==> src/rtl/wb_retire_buffer_pkg.sv <==
// ============================================================================
// Module   : wb_retire_buffer_pkg
// Purpose  : Shared exception-bus layout, ecode table and retire-entry format
//            for wb_retire_buffer (optional trace: WB_RETIRE_DEBUG_TRACE_EN).
// Revision : 1.0 - initial release
// ============================================================================
`default_nettype none

package wb_retire_buffer_pkg;

    // Exception-bus bit positions; a lower index wins when several are set.
    localparam int EBUS_INT  = 0;
    localparam int EBUS_ADEF = 1;
    localparam int EBUS_TLBR = 2;
    localparam int EBUS_PIF  = 3;
    localparam int EBUS_PPI  = 4;
    localparam int EBUS_ALE  = 5;
    localparam int EBUS_ADEM = 6;
    localparam int EBUS_PIL  = 7;
    localparam int EBUS_PIS  = 8;
    localparam int EBUS_PME  = 9;
    localparam int EBUS_SYS  = 10;
    localparam int EBUS_BRK  = 11;
    localparam int EBUS_INE  = 12;
    localparam int EBUS_IPE  = 13;
    localparam int EBUS_FPD  = 14;
    localparam int EBUS_FPE  = 15;

    localparam logic [5:0] ECODE_INT  = 6'h00;
    localparam logic [5:0] ECODE_PIL  = 6'h01;
    localparam logic [5:0] ECODE_PIS  = 6'h02;
    localparam logic [5:0] ECODE_PIF  = 6'h03;
    localparam logic [5:0] ECODE_PME  = 6'h04;
    localparam logic [5:0] ECODE_PPI  = 6'h07;
    localparam logic [5:0] ECODE_ADE  = 6'h08;
    localparam logic [5:0] ECODE_ALE  = 6'h09;
    localparam logic [5:0] ECODE_SYS  = 6'h0B;
    localparam logic [5:0] ECODE_BRK  = 6'h0C;
    localparam logic [5:0] ECODE_INE  = 6'h0D;
    localparam logic [5:0] ECODE_IPE  = 6'h0E;
    localparam logic [5:0] ECODE_FPD  = 6'h0F;
    localparam logic [5:0] ECODE_FPE  = 6'h12;
    localparam logic [5:0] ECODE_TLBR = 6'h3F;

    localparam logic [8:0] ESUBCODE_ADEM = 9'd1;

    // Exceptions are decoded on enqueue, so an entry carries ecode/esubcode
    // instead of the raw bus.
    typedef struct packed {
        logic [31:0] pc;
        logic        rf_we;
        logic [4:0]  waddr;
        logic [31:0] result;
        logic        res_from_csr;
        logic [13:0] csr_num;
        logic        exc;
        logic [5:0]  ecode;
        logic [8:0]  esubcode;
        logic [31:0] badv;
        logic        ertn;
        logic        refetch;
    } retire_entry_t;

    localparam int ENTRY_W = $bits(retire_entry_t);

    function automatic logic [5:0] ebus_ecode(input int idx);
        case (idx)
            EBUS_INT:  return ECODE_INT;
            EBUS_ADEF: return ECODE_ADE;
            EBUS_TLBR: return ECODE_TLBR;
            EBUS_PIF:  return ECODE_PIF;
            EBUS_PPI:  return ECODE_PPI;
            EBUS_ALE:  return ECODE_ALE;
            EBUS_ADEM: return ECODE_ADE;
            EBUS_PIL:  return ECODE_PIL;
            EBUS_PIS:  return ECODE_PIS;
            EBUS_PME:  return ECODE_PME;
            EBUS_SYS:  return ECODE_SYS;
            EBUS_BRK:  return ECODE_BRK;
            EBUS_INE:  return ECODE_INE;
            EBUS_IPE:  return ECODE_IPE;
            EBUS_FPD:  return ECODE_FPD;
            EBUS_FPE:  return ECODE_FPE;
            default:   return 6'h00;
        endcase
    endfunction

endpackage

`default_nettype wire

==> src/rtl/wb_retire_buffer_fwd_lookup.sv <==
// ============================================================================
// Module   : wb_fwd_lookup
// Purpose  : One forwarding port: youngest matching pending GR write wins.
// Revision : 1.0 - initial release
// ============================================================================
`default_nettype none

module wb_fwd_lookup #(
    parameter int DEPTH = 4
) (
    input  logic [DEPTH-1:0]                 cand,
    input  logic [$clog2(DEPTH)-1:0]         head,
    input  logic [DEPTH-1:0][4:0]            waddr,
    input  logic [DEPTH-1:0][31:0]           result,
    input  logic [DEPTH-1:0]                 from_csr,
    input  logic [4:0]                       raddr,
    output logic                             hit,
    output logic                             csr_wait,
    output logic [31:0]                      data
);

    localparam int PTR_W = $clog2(DEPTH);

    logic [PTR_W-1:0] w_idx;

    // Walk oldest to youngest from the head; a later match overrides, so the
    // youngest pending writer is the one left standing.
    always_comb begin
        hit      = 1'b0;
        csr_wait = 1'b0;
        data     = '0;
        w_idx    = '0;
        for (int k = 0; k < DEPTH; k++) begin
            w_idx = head + PTR_W'(k);
            if (cand[w_idx] && (waddr[w_idx] == raddr) && (raddr != 5'd0)) begin
                hit      = 1'b1;
                csr_wait = from_csr[w_idx];
                data     = from_csr[w_idx] ? 32'd0 : result[w_idx];
            end
        end
    end

endmodule

`default_nettype wire

==> src/rtl/wb_retire_buffer.sv <==
// ============================================================================
// Module   : wb_retire_buffer
// Purpose  : DEPTH-entry in-order retire FIFO with multi-port forwarding.
//            Define WB_RETIRE_DEBUG_TRACE_EN to drive the debug_wb_* trace.
// Revision : 1.0 - initial release
// ============================================================================
`default_nettype none

module wb_retire_buffer
    import wb_retire_buffer_pkg::*;
#(
    parameter int DEPTH   = 4,
    parameter int EBUS_W  = 16,
    parameter int NUM_FWD = 2
) (
    input  logic                  clk,
    input  logic                  reset,
    input  logic                  in_valid,
    output logic                  in_ready,
    input  logic [31:0]           in_pc,
    input  logic                  in_rf_we,
    input  logic [4:0]            in_rf_waddr,
    input  logic [31:0]           in_result,
    input  logic                  in_res_from_csr,
    input  logic [13:0]           in_csr_num,
    input  logic [EBUS_W-1:0]     in_ebus,
    input  logic [31:0]           in_badv,
    input  logic                  in_ertn,
    input  logic                  in_refetch,
    output logic [13:0]           csr_num,
    input  logic [31:0]           csr_rvalue,
    output logic                  rf_we,
    output logic [4:0]            rf_waddr,
    output logic [31:0]           rf_wdata,
    input  logic [5*NUM_FWD-1:0]  fwd_raddr,
    output logic [NUM_FWD-1:0]    fwd_hit,
    output logic [NUM_FWD-1:0]    fwd_csr_wait,
    output logic [32*NUM_FWD-1:0] fwd_data,
    output logic                  except,
    output logic [5:0]            ecode,
    output logic [8:0]            esubcode,
    output logic [31:0]           ex_pc,
    output logic [31:0]           ex_badv,
    output logic                  ertn_flush,
    output logic                  refetch_flush,
    output logic [31:0]           refetch_pc,
    output logic [31:0]           debug_wb_pc,
    output logic [3:0]            debug_wb_rf_we,
    output logic [4:0]            debug_wb_rf_wnum,
    output logic [31:0]           debug_wb_rf_wdata
);

    localparam int PTR_W = $clog2(DEPTH);
    localparam int CNT_W = PTR_W + 1;

    logic [ENTRY_W-1:0]      r_mem [DEPTH];
    logic [DEPTH-1:0]        r_valid;
    logic [PTR_W-1:0]        r_head;
    logic [PTR_W-1:0]        r_tail;
    logic [CNT_W-1:0]        r_count;

    retire_entry_t           w_ent [DEPTH];
    retire_entry_t           w_head;
    retire_entry_t           w_new;
    logic [DEPTH-1:0]        w_cand;
    logic [DEPTH-1:0][4:0]   w_waddr;
    logic [DEPTH-1:0][31:0]  w_result;
    logic [DEPTH-1:0]        w_from_csr;
    logic                    w_head_v;
    logic                    w_flush;
    logic                    w_push;
    logic                    w_pop;
    logic                    w_is_exc;
    logic                    w_is_ref;
    logic                    w_wr;

    always_comb begin
        w_new              = '0;
        w_new.pc           = in_pc;
        w_new.rf_we        = in_rf_we;
        w_new.waddr        = in_rf_waddr;
        w_new.result       = in_result;
        w_new.res_from_csr = in_res_from_csr;
        w_new.csr_num      = in_csr_num;
        w_new.exc          = |in_ebus;
        w_new.badv         = in_badv;
        w_new.ertn         = in_ertn;
        w_new.refetch      = in_refetch;
        // Descending scan so the lowest set bit is the last one written.
        for (int i = EBUS_W - 1; i >= 0; i--) begin
            if (in_ebus[i]) begin
                w_new.ecode    = ebus_ecode(i);
                w_new.esubcode = (i == EBUS_ADEM) ? ESUBCODE_ADEM : 9'd0;
            end
        end
    end

    always_comb begin
        for (int i = 0; i < DEPTH; i++) begin
            w_ent[i]      = retire_entry_t'(r_mem[i]);
            w_cand[i]     = r_valid[i] & ~reset & w_ent[i].rf_we
                            & ~w_ent[i].exc & ~w_ent[i].refetch;
            w_waddr[i]    = w_ent[i].waddr;
            w_result[i]   = w_ent[i].result;
            w_from_csr[i] = w_ent[i].res_from_csr;
        end
    end

    assign w_head   = w_ent[r_head];
    assign w_head_v = r_valid[r_head] & ~reset;
    assign w_flush  = w_head_v & (w_head.refetch | w_head.exc | w_head.ertn);
    assign in_ready = ~reset & (r_count < CNT_W'(DEPTH)) & ~w_flush;
    assign w_push   = in_valid & in_ready;
    assign w_pop    = w_head_v;

    always_ff @(posedge clk) begin
        if (reset || w_flush) begin
            r_valid <= '0;
            r_head  <= '0;
            r_tail  <= '0;
            r_count <= '0;
        end else begin
            if (w_pop) begin
                r_valid[r_head] <= 1'b0;
                r_head          <= r_head + PTR_W'(1);
            end
            if (w_push) begin
                r_valid[r_tail] <= 1'b1;
                r_tail          <= r_tail + PTR_W'(1);
            end
            r_count <= r_count + CNT_W'(w_push) - CNT_W'(w_pop);
        end
    end

    always_ff @(posedge clk) begin
        if (w_push) begin
            r_mem[r_tail] <= w_new;
        end
    end

    // Retire classification: refetch > exception > ertn > normal.
    assign w_is_ref   = w_head_v & w_head.refetch;
    assign w_is_exc   = w_head_v & ~w_head.refetch & w_head.exc;
    assign ertn_flush = w_head_v & ~w_head.refetch & ~w_head.exc & w_head.ertn;
    assign w_wr       = w_head_v & ~w_head.refetch & ~w_head.exc & w_head.rf_we;

    assign refetch_flush = w_is_ref;
    assign refetch_pc    = w_is_ref ? w_head.pc : 32'd0;
    assign except        = w_is_exc;
    assign ecode         = w_is_exc ? w_head.ecode : 6'd0;
    assign esubcode      = w_is_exc ? w_head.esubcode : 9'd0;
    assign ex_pc         = w_is_exc ? w_head.pc : 32'd0;
    assign ex_badv       = w_is_exc ? w_head.badv : 32'd0;
    assign csr_num       = w_head_v ? w_head.csr_num : 14'd0;
    assign rf_we         = w_wr;
    assign rf_waddr      = w_wr ? w_head.waddr : 5'd0;
    assign rf_wdata      = w_wr ? (w_head.res_from_csr ? csr_rvalue : w_head.result) : 32'd0;

    for (genvar p = 0; p < NUM_FWD; p++) begin : g_fwd
        wb_fwd_lookup #(
            .DEPTH    (DEPTH)
        ) u_lookup (
            .cand     (w_cand),
            .head     (r_head),
            .waddr    (w_waddr),
            .result   (w_result),
            .from_csr (w_from_csr),
            .raddr    (fwd_raddr[5*p +: 5]),
            .hit      (fwd_hit[p]),
            .csr_wait (fwd_csr_wait[p]),
            .data     (fwd_data[32*p +: 32])
        );
    end

`ifdef WB_RETIRE_DEBUG_TRACE_EN
    assign debug_wb_pc       = w_head_v ? w_head.pc : 32'd0;
    assign debug_wb_rf_we    = {4{rf_we}};
    assign debug_wb_rf_wnum  = rf_waddr;
    assign debug_wb_rf_wdata = rf_wdata;
`else
    assign debug_wb_pc       = 32'd0;
    assign debug_wb_rf_we    = 4'd0;
    assign debug_wb_rf_wnum  = 5'd0;
    assign debug_wb_rf_wdata = 32'd0;
`endif

endmodule

`default_nettype wire
==> config.mk <==
export PLATFORM = sky130hd
export DESIGN_NAME = wb_retire_buffer
export DESIGN_NICKNAME = d
export VERILOG_FILES = /design/src/rtl/wb_retire_buffer_pkg.sv /design/src/rtl/wb_retire_buffer_fwd_lookup.sv /design/src/rtl/wb_retire_buffer.sv
export SDC_FILE = /design/constraint.sdc
export NUM_CORES = 1
export LEC_CHECK = 0
export CORE_MARGIN = 4
export CORE_UTILIZATION = 45
export CTS_CLUSTER_SIZE = 10
export DETAILED_ROUTE_END_ITERATION = 7
export PLACE_DENSITY = 0.81
export SLEW_MARGIN = 20
export SYNTH_ARGS = -nofsm -noshare
export SYNTH_HDL_FRONTEND = slang
export SYNTH_SLANG_ARGS = --single-unit
==> constraint.sdc <==
create_clock -name clk -period 5.8 [get_ports clk]
set_input_delay 0.87 -clock clk [delete_from_list [all_inputs] [get_ports clk]]
set_output_delay 0.87 -clock clk [all_outputs]
set_load 0.01 [all_outputs]
==> impl_metrics.py, run 1 <==
metrics = {
    "status": {
        "status": "finished clean",
    },
    "drt": {
        "viasPerCell": 5.99,
        "num_vias": 18300,
        "antenna_left": 0,
        "wire_per_inst_um": 24.7,
        "drt_iter0_markers": 1551,
        "firstDrtPassIters": 6,
        "wirelength_um": 75400,
        "drc": 0,
    },
    "job": {
        "max_cap_violations": 0,
    },
    "timing": {
        "worst_pin_slew_ps": 1200,
        "hold_violations": 0,
        "fmax_ghz": 0.180,
        "min_period_ps": 5550,
        "hold_slack_ps": 528,
        "fin_setup_tns_ps": 0,
        "slew_headroom_pct": 19.9,
        "finalClockSkew_ps": 43.1,
        "grt_setup_unrepaired": "false",
        "fin_crit_sh_pct": 95.7,
        "setup_viol": 0,
        "final_max_slew_viol_count": 0,
    },
    "die": {
        "core_um2": 60200,
        "die-width_um": 254,
        "die_y_um": 254,
        "dieArea_um2": 64600,
        "fp-row-count": 90,
        "start_util_pct": 45.3,
        "ioPinCount": 488,
    },
    "yosys": {
        "yosys_warnings": 0,
        "seq_area_frac_synth_pct": 56.7,
        "syn_area_per_cell_um2": 14.4,
        "synth_edf_count": 508,
        "netlist_area_um2": 27300,
        "synth.distinct_cells": 70,
        "synth_async_sr_flop_share_pct": 0,
        "ys.flop_type": "edfxtp_1",
        "ys_ff_latch": 519,
        "netlist_instances": 1893,
    },
    "worst_hold_path": {
        "min_to": "r_valid[3]",
        "hp-class": "reg -> reg",
        "hp-start": "r_valid[3]",
        "hold_depth": 2,
    },
    "placed_design": {
        "dp_hpwl_um": 48300,
        "gp_congestion": 0.870,
        "place_area_um2": 31800,
        "portBuffers": 406,
    },
    "global_routing": {
        "grt_max_degree": 172,
        "grt_first_pass_wirelength_um": 112000,
        "grt_pass1_vias": 18500,
        "antenna_found_initial": 9,
        "overflow": 0,
        "grtUsageTotal_pct": 22.7,
    },
    "final_layout": {
        "final_common_cell": "edfxtp_1",
        "design_area_um2": 33500,
        "layout_common_cells": "508 x edfxtp_1, 406 x clkdlybuf4s50_1, 169 x mux4_2",
        "n_fill_cell": 4691,
        "drive_gt1_share_pct": 18.9,
        "syn2layout_area_growth_pct": 22.6,
        "fin_util_pct": 55.5,
        "finalNetCount": 2438,
    },
    "cts": {
        "clk_latency_ps": 620,
        "clock_path_buffers": 3,
        "cts_root_buf": "clkbuf_16",
        "clkTransAtPathRegs_ps": 60,
        "htreeDepth": 2,
        "tritoncts": "built",
        "cts_sinks": 519,
        "holdBufCountCts": 0,
        "numCtsBuffers": 59,
    },
    "setup_path": {
        "cp.required_ps": 4930,
        "path_class": "reg -> out",
        "reg2reg_from": "r_head[0]",
        "endpoint_kind": "output pin",
        "reg2regPathDepth": 15,
        "cp_max_fo": 112,
        "start_kind": "flip-flop",
        "arrival_ps": 4680,
        "rr_endpoint": "r_count[2]",
        "rrSetupSlack_ps": 1010,
    },
    "pwr": {
        "power_density_nw_per_um2": 278,
        "leakagePower_nw": 11.0,
        "vdd_drop_max_v": 0.000260,
    },
}
[power by group]
group          internal (mW)  leakage, nW  switching (mW)  total, mW
Clock                   1.87        0.790            1.37       3.24
Sequential              4.38         4.71          0.0792       4.46
Combinational          0.697         5.55           0.905       1.60
[how the worst max path moves through the flow]
stage / to / cells after the start / start / slack (ps)
2_1_floorplan: r_mem[0][0] / 8 / r_head[0] / 290
3_3_place_gp: fwd_data[63] / 9 / reset / 470
3_5_place_dp: fwd_data[63] / 9 / reset / 490
4_1_cts: fwd_data[22] / 12 / r_head[0] / 160
5_1_grt: fwd_data[56] / 8 / r_head[0] / 40
6_report: fwd_data[49] / 8 / r_head[0] / 250
[logic make-up (layout without fill, tap and decap cells)]
logic type,after synthesis,in the layout,synth area share (%)
AOI/OAI and AO/OA,241,241,7.38
muxes,311,311,19.4
other,1,90,0.0137
DFF,519,519,56.7
xor gates and xnor gates,38,38,1.22
buffers and inverters,256,549,5.53
and+or+nand+nor,516,516,9.26
adders and majority gates,11,11,0.532
[sequential cells by signal (all words and copies together) (netlist names)]
register and flops:
r_mem 508, r_valid 4, r_count 3, r_head 2, r_tail 2
[final cells by class]
cell class / count / area, µm² / share of cell area, %
flip-flops and latches: 519 / 15500 / 46.3
diodes: 9 / 22.5 / 0.0673
repair buffers: 449 / 4550 / 13.6
clock buffers: 72 / 1530 / 4.56
well taps: 782 / 978 / 2.92
multi-input cells: 1198 / 10700 / 32.0
inverters: 20 / 75.1 / 0.224
clock inverters: 8 / 110 / 0.329
[layer usage]
| layer | vias to the layer above | global-route usage (%) | routed length [µm] |
|---|---|---|---|
| li1 | 7922 | - | - |
| met1 | 9229 | 28.8 | 28200 |
| met2 | 990 | 38.4 | 37800 |
| met3 | 165 | 5.75 | 7120 |
| met4 | 2 | 7.84 | 2200 |
| met5 | - | 0 | 13 |
[critical path, stage by stage, from the launching register on]
cell and delay, ps:
dfxtp_4 350, buf_12 490, mux2_2 460, o21ai_4 910
o211ai_1 560, nor2_1 210, a211oi_1 100, a221oi_2 350
clkdlybuf4s50_1 610
[through the flow]
stage	std cells	setup slack, ps	power (mW)
global placement	2968	473	6.07
CTS	3048	165	9.38
finish	3057	248	9.30
global route	3053	40.2	9.69
floorplan	1973	293	5.59
detailed placement	2968	491	6.13
[synth_stat cells, types with 4 or more instances]
master | count | area share, %
clkbuf_1 | 79 | 1.1
ha_1 | 10 | 0.46
a21oi_2 | 20 | 0.64
buf_2 | 46 | 0.84
edfxtp_1 | 508 | 56
mux2_2 | 43 | 1.8
o31a_1 | 33 | 1.1
and3_1 | 107 | 2.5
dfxtp_1 | 11 | 0.81
xnor2_1 | 26 | 0.83
inv_1 | 18 | 0.25
nor3_1 | 15 | 0.28
nor2_2 | 32 | 0.73
nand4_1 | 7 | 0.16
buf_1 | 8 | 0.11
buf_12 | 5 | 0.37
buf_4 | 88 | 2.4
nor2_1 | 130 | 1.8
and2_1 | 22 | 0.50
nor2b_1 | 12 | 0.28
nor4_1 | 5 | 0.11
mux4_2 | 169 | 14
mux2i_1 | 99 | 3.6
a21oi_1 | 47 | 0.86
xor2_1 | 12 | 0.39
or3_1 | 4 | 0.092
a221oi_2 | 32 | 1.8
buf_6 | 9 | 0.37
o211ai_1 | 43 | 1.2
nand2_1 | 161 | 2.2
o21ai_1 | 4 | 0.073
nand2b_1 | 4 | 0.092
a211oi_1 | 35 | 0.96
[repair_timing]
| action | CTS | global route |
|---|---|---|
| buffers inserted | 0 | 0 |
| endpoints found under the setup margin | 0 | 4 |
| gates resized for setup | 0 | 1 |
(Power assumes the default switching activity.)
==> inputs of run 2 (changes only) <==
- CAP_MARGIN: unset -> 20
- CORE_ASPECT_RATIO: unset -> 0.6
- RECOVER_POWER: unset -> 25
==> run 2 against run 1 <==
Against the previous run:
- utilization rose by 0.69 points
- worst setup slack improved by 13 ps
- highest routed layer unchanged
- clock power up 2%
- non-clock buffer count shrank 1
- critical endpoint is now fwd_data[43]
- critical path type unchanged
- power grew 0.86%
==> impl_metrics.py, run 2 (same netlist as run 1, synthesis figures left out) <==
metrics = {
    "setup_path": {
        "arrival_ps": 4670,
        "path_buf_inv": 3,
        "endpoint_kind": "output pin",
        "cp.required_ps": 4930,
        "reg2reg_from": "r_head[1]",
        "crit_start": "r_head[0]",
        "path_delay_family": "compound AO/OA/AOI/OAI gates",
        "start_kind": "flip-flop",
        "path_cells": "inv_1 > ha_4 > mux4_2 > a211o_1 > a21oi_1 > o211ai_4 > buf_12 > nor2_1 > a211oi_1 > a221oi_2 > clkdlybuf4s50_1",
        "cpPeakStageDelay_ps": 640,
        "cp_max_fo": 42,
        "cp_slowest_cell": "clkdlybuf4s50_1",
        "path_class": "reg -> out",
    },
    "pwr": {
        "internal-power_mw": 6.96,
        "leakagePower_nw": 11.1,
        "vdd_drop_max_v": 0.000309,
        "pwr-share-comb_pct": 17.3,
        "clockPowerShare_pct": 35.1,
        "sequentialPowerShare_pct": 47.6,
        "switching_power_mw": 2.42,
        "power_density_nw_per_um2": 280,
        "switching_share_pct": 25.8,
    },
    "global_routing": {
        "grtUsageTotal_pct": 23.3,
        "grt-busiest-layer": "met2",
        "grt_use_met2_pct": 36.9,
        "overflow": 0,
        "grt_max_degree": 172,
        "grt_util_met3_pct": 4.78,
        "grt_pass1_vias": 18200,
        "grt_first_pass_wirelength_um": 115000,
        "use_met1_pct": 33.0,
        "antenna_found_initial": 16,
    },
    "cts": {
        "cts_root_buf": "clkbuf_16",
        "clkTransAtPathRegs_ps": 60,
        "numCtsBuffers": 59,
        "tritoncts": "built",
        "cts_sinks": 519,
        "clock_path_buffers": 3,
        "holdBufCountCts": 0,
        "clk_latency_ps": 610,
        "htreeDepth": 2,
    },
    "timing": {
        "fin_crit_sh_pct": 95.5,
        "slew_headroom_pct": 33.7,
        "setup_viol": 0,
        "worst_pin_slew_ps": 994,
        "grt_setup_unrepaired": "false",
        "min_period_ps": 5540,
        "fin_setup_tns_ps": 0,
        "fmax_ghz": 0.181,
        "fin_ws_ps": 261,
        "hold_slack_ps": 537,
        "finalClockSkew_ps": 19.1,
        "final_max_slew_viol_count": 0,
        "hold_violations": 0,
    },
    "die": {
        "start_util_pct": 45.8,
        "ioPinCount": 488,
        "die-width_um": 326,
        "dieArea_um2": 64800,
        "core_um2": 59600,
        "die_y_um": 199,
        "fp-row-count": 69,
    },
    "placed_design": {
        "dp_hpwl_um": 52000,
        "place_ws_ps": 742,
        "dp.cells": 2963,
        "place_area_um2": 31700,
        "portBuffers": 406,
        "gp_congestion": 0.912,
    },
    "worst_hold_path": {
        "hp-class": "reg -> reg",
        "hp-start": "r_valid[0]",
    },
    "status": {
        "status": "finished clean",
    },
    "final_layout": {
        "reg_top3": "r_mem (508), r_valid (4), r_count (3)",
        "layout_common_cells": "508 x edfxtp_1, 325 x clkdlybuf4s50_1, 169 x mux4_2",
        "n_fill_cell": 4643,
        "drive_gt1_share_pct": 19.0,
        "multi_input_area_um2": 10700,
        "syn2layout_area_growth_pct": 22.7,
        "design_area_um2": 33500,
        "largest_reg_flops": 508,
        "finalNetCount": 2437,
        "top_register": "r_mem",
        "final_common_cell": "edfxtp_1",
        "layout.cells.non_filler": 3056,
        "seq_area_um2": 15500,
    },
    "drt": {
        "viasPerCell": 5.98,
        "drt_iter0_markers": 1682,
        "drc": 0,
        "wirelength_um": 78400,
        "firstDrtPassIters": 5,
        "num_vias": 18300,
        "antenna_left": 0,
        "wire_per_inst_um": 25.7,
    },
    "job": {
        "max_cap_violations": 0,
    },
}
==> run 2: changes by cell type in the layout (fill, tap and decap cells not counted), moves of 3 or more <==
| cell | previous run | this run |
|---|---|---|
| buf_16 | 0 | 3 |
| clkdlybuf4s50_1 | 406 | 325 |
| clkinv_1 | 5 | 2 |
| dlygate4sd3_1 | 0 | 81 |
==> run 2: path summary, 6_finish.rpt <==
check | endpoint | slack (ps) | cells after the start
min reg2reg | r_valid[0] | 540 | 2
max | fwd_data[43] | 260 | 11
min | r_valid[0] | 540 | 2
max reg2reg | r_count[2] | 1290 | 14
==> run 2: worst min-delay path, cell delays in order (launching register included) <==
cell     delay [ps]
dfxtp_1         320
a21oi_1         120
nor2_1           50
==> run 2: final cells by class <==
cell class | instances | share of cell area [%]
sequential | 519 | 46.2
inverter | 20 | 0.224
multi-input combinational | 1198 | 31.9
timing repair buffer | 448 | 13.7
clock buffer | 73 | 4.62
antenna | 11 | 0.0822
clock inverter | 6 | 0.273
tap | 781 | 2.92
==> run 2: metrics by stage <==
| step | power (mW) | utilization, % |
|---|---|---|
| 4_1_cts | 9.44 | 56.0 |
| 3_3_place_gp | 6.07 | 53.3 |
| 5_1_grt | 9.76 | 56.2 |
| 2_1_floorplan | 5.59 | - |
| 3_5_place_dp | 6.13 | 53.3 |
| 6_report | 9.38 | 56.2 |
==> run 2: power groups by stage <==
stage	Combinational, mW	Sequential (mW)	Clock (mW)
after floorplan	1.06	4.53	0
after global placement	1.56	4.51	0
after detailed placement	1.60	4.53	0
after CTS	1.61	4.46	3.37
after global routing	1.74	4.48	3.54
final	1.62	4.46	3.29
==> run 2: routing by layer <==
metal	share of wire, %	wire [µm]
met4	2.5	1980
met5	0.054	42
met3	8.0	6310
met1	42	33200
met2	47	36900
==> run 2: repair_timing <==
action	4_1_cts	5_1_grt
setup buffers	0	1
resized for setup	0	2
endpoints found under the setup margin	0	56
==> inputs of run 3 (changes only) <==
- MAX_ROUTING_LAYER: unset -> met4
- SKIP_CTS_REPAIR_TIMING: unset -> 1
==> run 3 against run 2 <==
Against the previous run:
- clock-buffer cell count down 1
- wire length down 0.12%
- maximum frequency down 1.5%
- clock power down 2%
- critical path type unchanged
==> impl_metrics.py, run 3 (same netlist as run 1, synthesis figures left out) <==
metrics = {
    "status": {
        "status": "finished clean",
    },
    "pwr": {
        "power_density_nw_per_um2": 278,
        "leakagePower_nw": 11.1,
        "vdd_drop_max_v": 0.000265,
        "power.total_mw": 9.29,
    },
    "timing": {
        "min_period_ps": 5620,
        "fmax_ghz": 0.178,
        "setup_viol": 0,
        "fin_crit_sh_pct": 96.9,
        "grt_setup_unrepaired": "false",
        "hold_violations": 0,
        "slew_headroom_pct": 33.9,
        "finalClockSkew_ps": 16.5,
        "worst_pin_slew_ps": 991,
        "fin_setup_tns_ps": 0,
        "final_max_slew_viol_count": 0,
        "hold_slack_ps": 529,
    },
    "drt": {
        "wire_per_inst_um": 25.6,
        "topRoutingLayerUsed": "met4",
        "drt_iter0_markers": 1928,
        "firstDrtPassIters": 5,
        "wl_met2_um": 36800,
        "antenna_left": 0,
        "drc": 0,
        "viasPerCell": 5.99,
        "wirelength_um": 78300,
        "num_vias": 18300,
        "wl_met1_um": 32800,
        "met3WireLength_um": 6740,
    },
    "cts": {
        "tritoncts": "built",
        "cts_sinks": 519,
        "clk_latency_ps": 620,
        "cts_root_buf": "clkbuf_16",
        "clock_path_buffers": 3,
        "clkTransAtPathRegs_ps": 60,
        "numCtsBuffers": 58,
        "htreeDepth": 2,
    },
    "final_layout": {
        "top_register": "r_mem",
        "fin_util_pct": 56.1,
        "finalNetCount": 2436,
        "syn2layout_area_growth_pct": 22.5,
        "drive_gt1_share_pct": 18.9,
        "largest_reg_flops": 508,
        "layout_common_cells": "508 x edfxtp_1, 324 x clkdlybuf4s50_1, 169 x mux4_2",
        "n_fill_cell": 4638,
        "reg_top3": "r_mem (508), r_valid (4), r_count (3)",
        "final_common_cell": "edfxtp_1",
    },
    "global_routing": {
        "grt_first_pass_wirelength_um": 116000,
        "grt_pass1_vias": 18200,
        "antenna_found_initial": 17,
        "grtUsageTotal_pct": 24.2,
        "overflow": 0,
        "grt_max_degree": 114,
    },
    "die": {
        "die-width_um": 326,
        "fp-row-count": 69,
        "start_util_pct": 45.8,
        "die_y_um": 199,
        "dieArea_um2": 64800,
        "core_um2": 59600,
        "ioPinCount": 488,
    },
    "placed_design": {
        "portBuffers": 406,
        "dp_hpwl_um": 51800,
        "gp_congestion": 0.939,
    },
    "setup_path": {
        "path_class": "reg -> out",
        "cp_max_fo": 113,
        "arrival_ps": 4750,
        "endpoint_kind": "output pin",
        "start_kind": "flip-flop",
        "cp.required_ps": 4930,
    },
    "job": {
        "max_cap_violations": 0,
    },
    "worst_hold_path": {
        "hp-class": "reg -> reg",
    },
}
## run 3: cell count changes in the layout (fill, tap and decap cells not counted), sizes merged
cell / previous run / this run
inv: 23 / 21
dlygate4sd3: 81 / 82
diode: 11 / 14
buf: 41 / 42
clkbuf: 74 / 72
clkinvlp: 0 / 1
clkdlybuf4s50: 325 / 324
bufinv: 1 / 0
## run 3: final timing paths
path	from	end	slack [ps]	cells after the start
setup / recovery	r_head[0]	fwd_data[43]	180	9
hold / removal	r_valid[1]	r_valid[1]	530	2
setup reg to reg	r_head[0]	r_count[2]	1120	15
hold reg to reg	r_valid[1]	r_valid[1]	530	2
## run 3: per-layer routing
layer,up-vias,GRT usage [%]
li1,7925,-
met3,145,5.20
met1,9332,33.4
met2,907,37.1
met5,-,-
met4,0,6.07
## run 3: layout make-up
cell class / instances / area, µm² / share of cell area, %
sequential: 519 / 15500 / 46.3
multi-input combinational: 1198 / 10700 / 32.0
timing repair buffer: 448 / 4570 / 13.7
clock buffer: 72 / 1510 / 4.53
tap: 781 / 977 / 2.92
inverter: 20 / 75.1 / 0.225
clock inverter: 4 / 66.3 / 0.198
antenna: 14 / 35.0 / 0.105
## run 3: metrics by stage
| step | std cells | setup WS [ps] | cell area [µm²] |
|---|---|---|---|
| after floorplan | 1973 | 293 | 27600 |
| after global placement | 2964 | 732 | 31700 |
| after detailed placement | 2964 | 713 | 31700 |
| after CTS | 3040 | 40.3 | 33300 |
| after global routing | 3055 | 1.26 | 33400 |
| final | 3056 | 178 | 33400 |
## run 3: power breakdown
group	switching, mW	internal, mW	total (mW)
registers	0.0813	4.38	4.46
logic	0.928	0.689	1.62
clock network	1.41	1.81	3.21
total	2.41	6.87	9.29
## run 3: critical path, stage by stage, from the launching register on
cell             delay [ps]
dfxtp_4                 370
buf_16                  470
mux4_2                  630
xnor2_1                 390
nand4_1                 310
or3_1                   480
o21ai_2                 340
a211oi_1                150
a221oi_2                270
clkdlybuf4s50_1         640
